File: src/rtl/jtopl_eg_gen.sv
// Time-multiplexed ADSR envelope generator: one slot per cen, per-slot state held in a rotating ring.
// Latency: eg_pure/eg_state/pg_rst show the slot accepted on the previous cen (1 cen).
// No backpressure: cen paces the ring. Optional JTOPL_EG_CSM_EN adds csm_kon (CSM key-on OR'ed into keyon).
module jtopl_eg_gen #(
  parameter int SLOTS = 18,
  parameter int CNTW  = 15   // must be >= 14 so eg_cnt[sh+2:sh] exists for every rate
) (
  input  logic       rst,
  input  logic       clk,
  input  logic       cen,
  input  logic       zero,
  input  logic       keyon,
  input  logic [3:0] ar,
  input  logic [3:0] dr,
  input  logic [3:0] rr,
  input  logic [3:0] sl,
  input  logic       eg_type,
  input  logic       ksr,
  input  logic [3:0] keycode,
`ifdef JTOPL_EG_CSM_EN
  input  logic       csm_kon,
`endif
  output logic [9:0] eg_pure,
  output logic [1:0] eg_state,
  output logic       pg_rst
);

  localparam logic [1:0] ATTACK  = 2'd0;
  localparam logic [1:0] DECAY   = 2'd1;
  localparam logic [1:0] SUSTAIN = 2'd2;
  localparam logic [1:0] RELEASE = 2'd3;
  localparam logic [CNTW-1:0] CNT_ONE = CNTW'(1);

  logic [1:0]      st_ring  [SLOTS];
  logic [9:0]      eg_ring  [SLOTS];
  logic            kon_ring [SLOTS];
  logic [CNTW-1:0] eg_cnt;

  logic [CNTW-1:0] cnt_now;
  logic            key_eff;
  logic            kon_edge;
  logic [1:0]      st_key;
  logic [9:0]      eg_cur;
  logic [3:0]      rsel;
  logic [6:0]      rate_sum;
  logic [5:0]      rate;
  logic [7:0]      pat;
  logic [3:0]      sh;
  logic [CNTW-1:0] mask;
  logic [2:0]      idx;
  logic [4:0]      big;
  logic [3:0]      inc;
  logic [13:0]     prod;
  logic [9:0]      dec;
  logic [9:0]      diff;
  logic [9:0]      eg_att;
  logic [10:0]     sum;
  logic [9:0]      eg_add;
  logic [4:0]      sl_lim;
  logic [1:0]      st_nxt;
  logic [9:0]      eg_nxt;

  // Counter value seen by this slot: slot 0 already sees the incremented count
  always_comb begin
    cnt_now = zero ? eg_cnt + CNT_ONE : eg_cnt;
    eg_cur  = eg_ring[0];
  end

  // Key edge detection on the head entry; key-on wins over everything else
  always_comb begin
`ifdef JTOPL_EG_CSM_EN
    key_eff = keyon | csm_kon;
`else
    key_eff = keyon;
`endif
    kon_edge = key_eff & ~kon_ring[0];
    st_key   = st_ring[0];
    if (kon_edge)
      st_key = ATTACK;
    else if (!key_eff && st_ring[0] != RELEASE)
      st_key = RELEASE;
  end

  // Effective rate for the state after key handling
  always_comb begin
    rsel = rr;
    case (st_key)
      ATTACK:  rsel = ar;
      DECAY:   rsel = dr;
      SUSTAIN: rsel = eg_type ? 4'd0 : rr;
      default: rsel = rr;
    endcase
    rate_sum = {1'b0, rsel, 2'b00} + (ksr ? {3'b000, keycode} : {5'b00000, keycode[3:2]});
    if (rsel == 4'd0)
      rate = 6'd0;
    else if (rate_sum > 7'd63)
      rate = 6'd63;
    else
      rate = rate_sum[5:0];
  end

  // Increment from rate and global counter: slow rates gate on counter phase, fast rates scale up
  always_comb begin
    case (rate[1:0])
      2'd0:    pat = 8'h55;
      2'd1:    pat = 8'h57;
      2'd2:    pat = 8'h77;
      default: pat = 8'h7F;
    endcase
    sh   = 4'd11 - rate[5:2];
    mask = (CNT_ONE << sh) - CNT_ONE;
    idx  = 3'(cnt_now >> sh);
    big  = (pat[cnt_now[2:0]] ? 5'd2 : 5'd1) << rate[3:2];
    inc  = 4'd0;
    if (rate == 6'd0)
      inc = 4'd0;
    else if (rate[5:2] < 4'd12)
      inc = {3'b000, pat[idx] & ((cnt_now & mask) == '0)};
    else
      inc = (big > 5'd8) ? 4'd8 : big[3:0];
  end

  // Attenuation arithmetic: exponential attack toward 0, saturating linear rise otherwise
  always_comb begin
    prod   = {4'b0000, eg_cur} * {10'b0, inc};
    dec    = 10'(prod >> 3);
    diff   = eg_cur - dec;
    if (rate >= 6'd60)
      eg_att = 10'd0;
    else if (inc == 4'd0)
      eg_att = eg_cur;
    else if (diff == 10'd0)
      eg_att = 10'd0;
    else
      eg_att = diff - 10'd1;
    sum    = {1'b0, eg_cur} + {7'b0, inc};
    eg_add = sum[10] ? 10'h3FF : sum[9:0];
    sl_lim = (sl == 4'hF) ? 5'd31 : {1'b0, sl};
  end

  // State-based transitions, suppressed on the key-on cen
  always_comb begin
    st_nxt = st_key;
    eg_nxt = eg_add;
    case (st_key)
      ATTACK: begin
        eg_nxt = eg_att;
        if (!kon_edge && (eg_cur == 10'd0 || eg_att == 10'd0))
          st_nxt = DECAY;
      end
      DECAY: begin
        if (eg_add[9:5] >= sl_lim)
          st_nxt = SUSTAIN;
      end
      default: st_nxt = st_key;
    endcase
  end

  // Ring rotation, global counter and output registers
  always_ff @(posedge clk or posedge rst) begin
    if (rst) begin
      for (int i = 0; i < SLOTS; i++) begin
        st_ring[i]  <= RELEASE;
        eg_ring[i]  <= 10'h3FF;
        kon_ring[i] <= 1'b0;
      end
      eg_cnt   <= '0;
      eg_pure  <= 10'h3FF;
      eg_state <= RELEASE;
      pg_rst   <= 1'b0;
    end else if (cen) begin
      for (int i = 0; i < SLOTS - 1; i++) begin
        st_ring[i]  <= st_ring[i+1];
        eg_ring[i]  <= eg_ring[i+1];
        kon_ring[i] <= kon_ring[i+1];
      end
      st_ring[SLOTS-1]  <= st_nxt;
      eg_ring[SLOTS-1]  <= eg_nxt;
      kon_ring[SLOTS-1] <= key_eff;
      eg_cnt   <= cnt_now;
      eg_pure  <= eg_nxt;
      eg_state <= st_nxt;
      pg_rst   <= kon_edge;
    end
  end

endmodule

File: config.mk
export PLATFORM = sky130hd
export DESIGN_NAME = jtopl_eg_gen
export DESIGN_NICKNAME = d
export VERILOG_FILES = /design/src/rtl/jtopl_eg_gen.sv
export SDC_FILE = /design/constraint.sdc
export NUM_CORES = 1
export LEC_CHECK = 0
export ABC_CLOCK_PERIOD_IN_PS = 8800
export CORE_MARGIN = 5
export CORE_UTILIZATION = 30
export CTS_CLUSTER_DIAMETER = 100
export DETAILED_ROUTE_END_ITERATION = 8
export GPL_TIMING_DRIVEN = 0
export HOLD_SLACK_MARGIN = 0.05
export PLACE_DENSITY = 0.42
export SETUP_SLACK_MARGIN = 0.3
export SLEW_MARGIN = 0
export SYNTH_ARGS = -nofsm -noshare
export SYNTH_HDL_FRONTEND = slang
export SYNTH_SLANG_ARGS = --single-unit
File: constraint.sdc
create_clock -name clk -period 8.8 [get_ports clk]
set_input_delay 1.76 -clock clk [delete_from_list [all_inputs] [get_ports clk]]
set_output_delay 1.76 -clock clk [all_outputs]
set_load 0.02 [all_outputs]
**Yosys cells after proc, flatten, opt, wreduce, memory -nomap -nowiden**

Cells that the tools add are included.

- $add $sub $neg: 7
- $mul: 1
- Order comparisons: 7
- Equality and inequality tests: 6
- Shift-type cells: 3
- Multiplexer cells: 26
- Bitwise logic cells: 4
- Reduce and logical (&&, ||, !) cells: 14

Operators by type and width:

| operator | count |
|---|---|
| two-way mux 10 bit | 5 |
| logical NOT 10 bit | 3 |
| two-way mux 4 bit | 5 |
| case mux 6 bit (3 select lines) | 1 |
| adder 15 x 1 -> 15 bit, second input constant | 1 |
| bitwise AND 15 bit | 1 |
| logical NOT 15 bit | 1 |
| two-way mux 15 bit | 1 |
| left shift 1 x 4 -> 15 bit, first input constant | 1 |
| right shift 15 x 4 -> 3 bit | 1 |
| subtractor 15 x 1 -> 15 bit, second input constant | 1 |
| multiplier 10 x 4 -> 13 bit | 1 |
| two-way mux 6 bit | 2 |
| case mux 4 bit (3 select lines) | 1 |
| adder 10 x 4 -> 11 bit | 1 |
| two-way mux 2 bit | 5 |
| subtractor 10 x 1 -> 10 bit, second input constant | 1 |
| subtractor 10 bit | 1 |
| logical NOT 4 bit | 2 |
| less-than comparator 3 x 4 -> 1 bit, second input constant | 2 |
| adder 6 x 4 -> 7 bit | 1 |
| > comparator 7 x 6 -> 1 bit, second input constant | 1 |
| binary-select mux 1 bit (select 3 bit) | 2 |
| >= comparator 6 bit, second input constant | 1 |
| other kinds (19) | 26 |

- Register bits after elaboration: 250
- Bits of input ports: 27
- Output and inout port bits: 13
- Logic and storage cells: 124

**Longest topological paths before layout**

- Word-level depth: 31
- Depth in mapped cells: 48
- Mapped depth without buffers: 46

**Worst setup path after synthesis**

OpenSTA, ideal clock, no wires.

- Path type: input -> register
- Start point: input eg_type
- End point: register st_ring[0] (netlist name)
- Setup time: 0.091 ns
- Arrival: 10.256 ns
- Data required time: 8.709 ns
- Setup slack: -1.547 ns
- Cell stages on the path: 42
- Path buffers: 3
- Cells stage by stage: nor2b_1 > o21ai_4 > a22o_1 > ha_1 > inv_1 > fa_1 > inv_1 > o21ai_1 > nor2_4 > inv_2 > ha_1 > clkbuf_1 > clkbuf_1 > nand4_1 > ha_1 > clkbuf_1 > or3_1 > a2111oi_0 > [6 not listed] > nand3_1 > or3_1 > fa_1 > inv_1 > ha_1 > fa_1 > nor2b_1 > o21ai_0 > a21boi_0 > o21ai_0 > a21boi_0 > nor2_1 > nor4_1 > or3b_2 > mux2_2 > mux2i_1 > a41oi_1 > o31ai_1

- Word-level cells in the longest chain between the ends: 27
- Elaborated cells on any way between the ends: 48
- Classes of those cells: add/sub: 6; mul: 1; order compare: 5; eq/ne: 2; shift: 3; mux: 20; bitwise: 2; reduce/logical: 9

Ends and longest elaborated chain:

| item | line | source |
|---|---|---|
| from (decl) | 17 | `input logic eg_type,` |
| two-way mux 4 bit * | 90 | `SUSTAIN: rsel = eg_type ? 4'd0 : rr;` |
| case mux 4 bit (3 select lines) * | 87 | `case (st_key)` |
| adder 6 x 4 -> 7 bit | 93 | `rate_sum = {1'b0, rsel, 2'b00} + (ksr ? {3'b000, keycode} : {5'b00000, keycode[3:2]});` |
| > comparator 7 x 6 -> 1 bit | 96 | `else if (rate_sum > 7'd63)` |
| two-way mux 6 bit | 96 |  |
| two-way mux 6 bit * | 94 | `if (rsel == 4'd0)` |
| branches (longest 20 deep; another with subtractor 15 x 1 -> 15 bit) | -- |  |
| case mux 2 bit (2 select lines) * | 145 | `case (st_key)` |
| to (signal, indexed assignment) | 173 | `st_ring[i] <= st_ring[i+1];` |
| to (signal, indexed assignment) | 177 | `st_ring[SLOTS-1] <= st_nxt;` |
| to (decl) | 34 | `logic [1:0] st_ring [SLOTS];` |

Every way passes the cells marked *. The select of a mux whose other input is x is not followed.
A chain may end at the register's enable or synchronous reset.

**Worst setup path after layout**

Ends and elaborated chain as after synthesis.

==> impl_metrics.yaml <==
floorplanning:
  pin_count: 40
  placementRows: 79
  die_h_um: 226
  fp.dieW_um: 226
  initial_core_util_pct: 30.1
  fp.dieArea_um2: 50900
  core_area_um2: 46300
cells_and_area:
  final_common_cell: "mux2_2"
  multi_input_area_um2: 7410
  final-instance-count-excl-fill: 1977
  stdcell_area_um2: 17200
  synthToLayoutAreaGrowth_pct: 23.5
  fillCellCount: 4572
  mostFrequentLayoutCells: "222 x mux2_2, 216 x dfstp_2, 79 x buf_4, 78 x nand2_1, 57 x clkbuf_1"
  n_antenna_cell: 0
  final_util_pct: 37.2
  regArea_um2: 6530
  drive_gt1_share_pct: 49.9
  nNetsFinal: 1437
flow_run:
  drv_cap: 0
detailed_routing:
  drc: 0
  via_per_inst: 4.94
  drt_wl_total_mm: 35.3
  drt_iter0_drc: 378
  dr_total_vias: 9757
  drt-pass1-iter-count: 4
  antenna_left: 0
  detail_route.wl_per_cell_um: 17.9
critical_path:
  cpPeakStageDelay_ns: 0.56
  worstSetupPathType: "primary input to register"
  endpoint_kind: "register"
  cp.arrival_ns: 10.21
  cpMaxStageDelayCell: "fa_2"
  timing.critical_path.from: "eg_type"
  rr_worst_depth: 45
  crit_top_cell: "fa_2"
  r2r_start: "st_ring[34]"
  path_max_fanout: 6
  required_ns: 9.24
  startpoint_type: "primary input"
  r2r_slack_ns: -0.36
  crit_end: "st_ring[0]"
  r2r_end: "st_ring[0]"
clocking:
  clk_pin_slew_worst_paths_ns: 0.06
  root_buffer: "clkbuf_16"
  clk_latency_ns: 0.53
  cts_tree: "built"
  htree_levels: 1
  clk_path_buf_depth: 3
  cts-hold-fix-buffers: 0
  clock_sinks: 250
  cts_made_buffers: 26
pwr:
  power_density_nw_per_um2: 364
  p_leak_nw: 6.97
  peakVddDrop_v: 0.000193
synth:
  synth_flop_cell: "dfstp_2"
  synth.distinct_cells: 80
  avgSynthCellArea_um2: 11.5
  ys_seq_area_share_pct: 46.8
  synthTopCellsByArea: "dfstp_2 41%, mux2_2 18%, dfrtp_1 6.1%"
  synth-edff-count: 0
  synth_warnings: 0
  synth_top_area_share_pct: 40.7
  synth_area_um2: 13900
  synth_cells: 1212
  synth_nets: 1299
  synth_top_cell_by_area: "dfstp_2"
  ys_seq_elements: 250
  async_flop_share_pct: 100
global_route:
  grt_pass1_wl_mm: 57.9
  grt_max_degree: 113
  grt_antenna_before_repair: 0
  grt_pass1_vias: 10200
  grt_util_all_layers_pct: 14.0
  grt_overflow: 0
placed_design:
  port-buffer-count: 38
  dp_hpwl_mm: 25.0
  place_inst: 1859
  place_area_um2: 15300
  gp_congestion: 0.856
status:
  status: "finished, violations left"
  violations: "setup timing"
timing:
  rsz0062_at_grt: "yes"
  post-route-min-period_ns: 9.77
  worst_slew_pin_slew_ns: 1.03
  totalNegativeSetupSlack_ns: -9.38
  setup_viol: 11
  hold_viol_final: 0
  worst_clock_skew_ns: 0.0223
  fin_crit_sh_pct: 111
  maxSlewViolCount: 0
  setup_ws_ns: -0.970
  relSlewSlack_pct: 30.6
  hold_ws_ns: 0.496
  max_freq_mhz: 102
hold_path:
  hold_path_class: "register to register"
==> per-stage QoR <==
step / setup WS (ns) / total power, mW
floorplan: -0.651 / 3.99
global placement: -3.03 / 4.68
global route: -1.31 / 6.70
CTS: -1.05 / 6.24
detailed placement: -2.82 / 4.69
finish: -0.970 / 6.26
==> what timing repair did <==
item / in CTS / in global routing
resized for setup: 96 / 26
setup endpoints to repair: 12 / 12
pin swaps: 64 / 47
buffers inserted: 59 / 11
endpoints found under the hold margin: 0 / 0
==> critical path: cells and delay by family <==
kind / cells / cell delay (ns)
muxes: 2 / 0.46
buffers and inverters: 11 / 0.95
adders and majority gates: 8 / 2.73
AOI/OAI and AO/OA: 14 / 2.50
and+or+nand+nor: 10 / 1.76
==> sequential cells by signal (all words and copies together) (netlist names) <==
register and count:
eg_cnt 15, st_ring 36, eg_ring 170, eg_cur 10
kon_ring 18, pg_rst 1
==> layer usage <==
metal	global-route usage [%]	part of all wire (%)	vias to the layer above
met5	0	0	-
met4	3.49	2.0	0
met3	1.42	2.8	44
met2	23.1	47	160
met1	19.8	48	4930
li1	-	-	4623
==> cell families after synthesis <==
logic type      count (synthesis)  share of synthesized area [%]
simple gates                  289                           10.5
flops                         250                           46.8
mux                           240                           19.3
compound gates                186                           9.39
buf+inv                       132                           4.09
fa+ha+maj                      60                           6.41
xor+xnor                       55                           3.56
==> power by group <==
group	internal [mW]	switching (mW)	total [mW]
logic	1.41	1.47	2.89
clock network	0.644	0.442	1.09
registers	1.98	0.313	2.29
total	4.04	2.23	6.26
==> worst min-delay path by stage <==
stage / startpoint / to / slack, ns / cells past startpoint
finish: eg_ring[161] / eg_cur[1] / 0.50 / 2
global route: kon_ring[2] / kon_ring[2] / 0.52 / 1
CTS: eg_ring[161] / eg_cur[1] / 0.50 / 2
detailed placement: eg_ring[161] / eg_cur[1] / 0.49 / 2
global placement: kon_ring[16] / kon_ring[16] / 0.48 / 1
floorplan: eg_ring[160] / eg_cur[0] / 0.47 / 2
==> area by class of cell <==
type | count | share of cell area, %
Multi-Input combinational cell | 830 | 43.1
Sequential cell | 250 | 37.9
Timing Repair Buffer | 110 | 5.64
Clock buffer | 41 | 4.58
Tap cell | 607 | 4.42
Buffer | 80 | 2.71
Inverter | 52 | 1.23
Clock inverter | 7 | 0.400
==> Yosys cell counts (all sizes together) (5+ instances only) <==
| master | count |
|---|---|
| nor2b | 16 |
| o31ai | 12 |
| dfrtp | 34 |
| o21a | 6 |
| a211oi | 11 |
| o21ai | 44 |
| buf | 23 |
| ha | 41 |
| nand2b | 9 |
| o211ai | 9 |
| nand2 | 81 |
| nor4 | 14 |
| mux2i | 15 |
| nand4 | 18 |
| and3 | 6 |
| xnor2 | 31 |
| dfstp | 216 |
| inv | 51 |
| fa | 19 |
| o211a | 5 |
| a2111oi | 5 |
| and2 | 5 |
| xor2 | 23 |
| mux2 | 225 |
| o22ai | 5 |
| or3 | 9 |
| nor3 | 29 |
| nor2 | 59 |
| or4 | 7 |
| nand3 | 22 |
| clkbuf | 57 |
| a31oi | 8 |
| a21oi | 33 |
| a21o | 5 |
(Power assumes the default switching activity.)
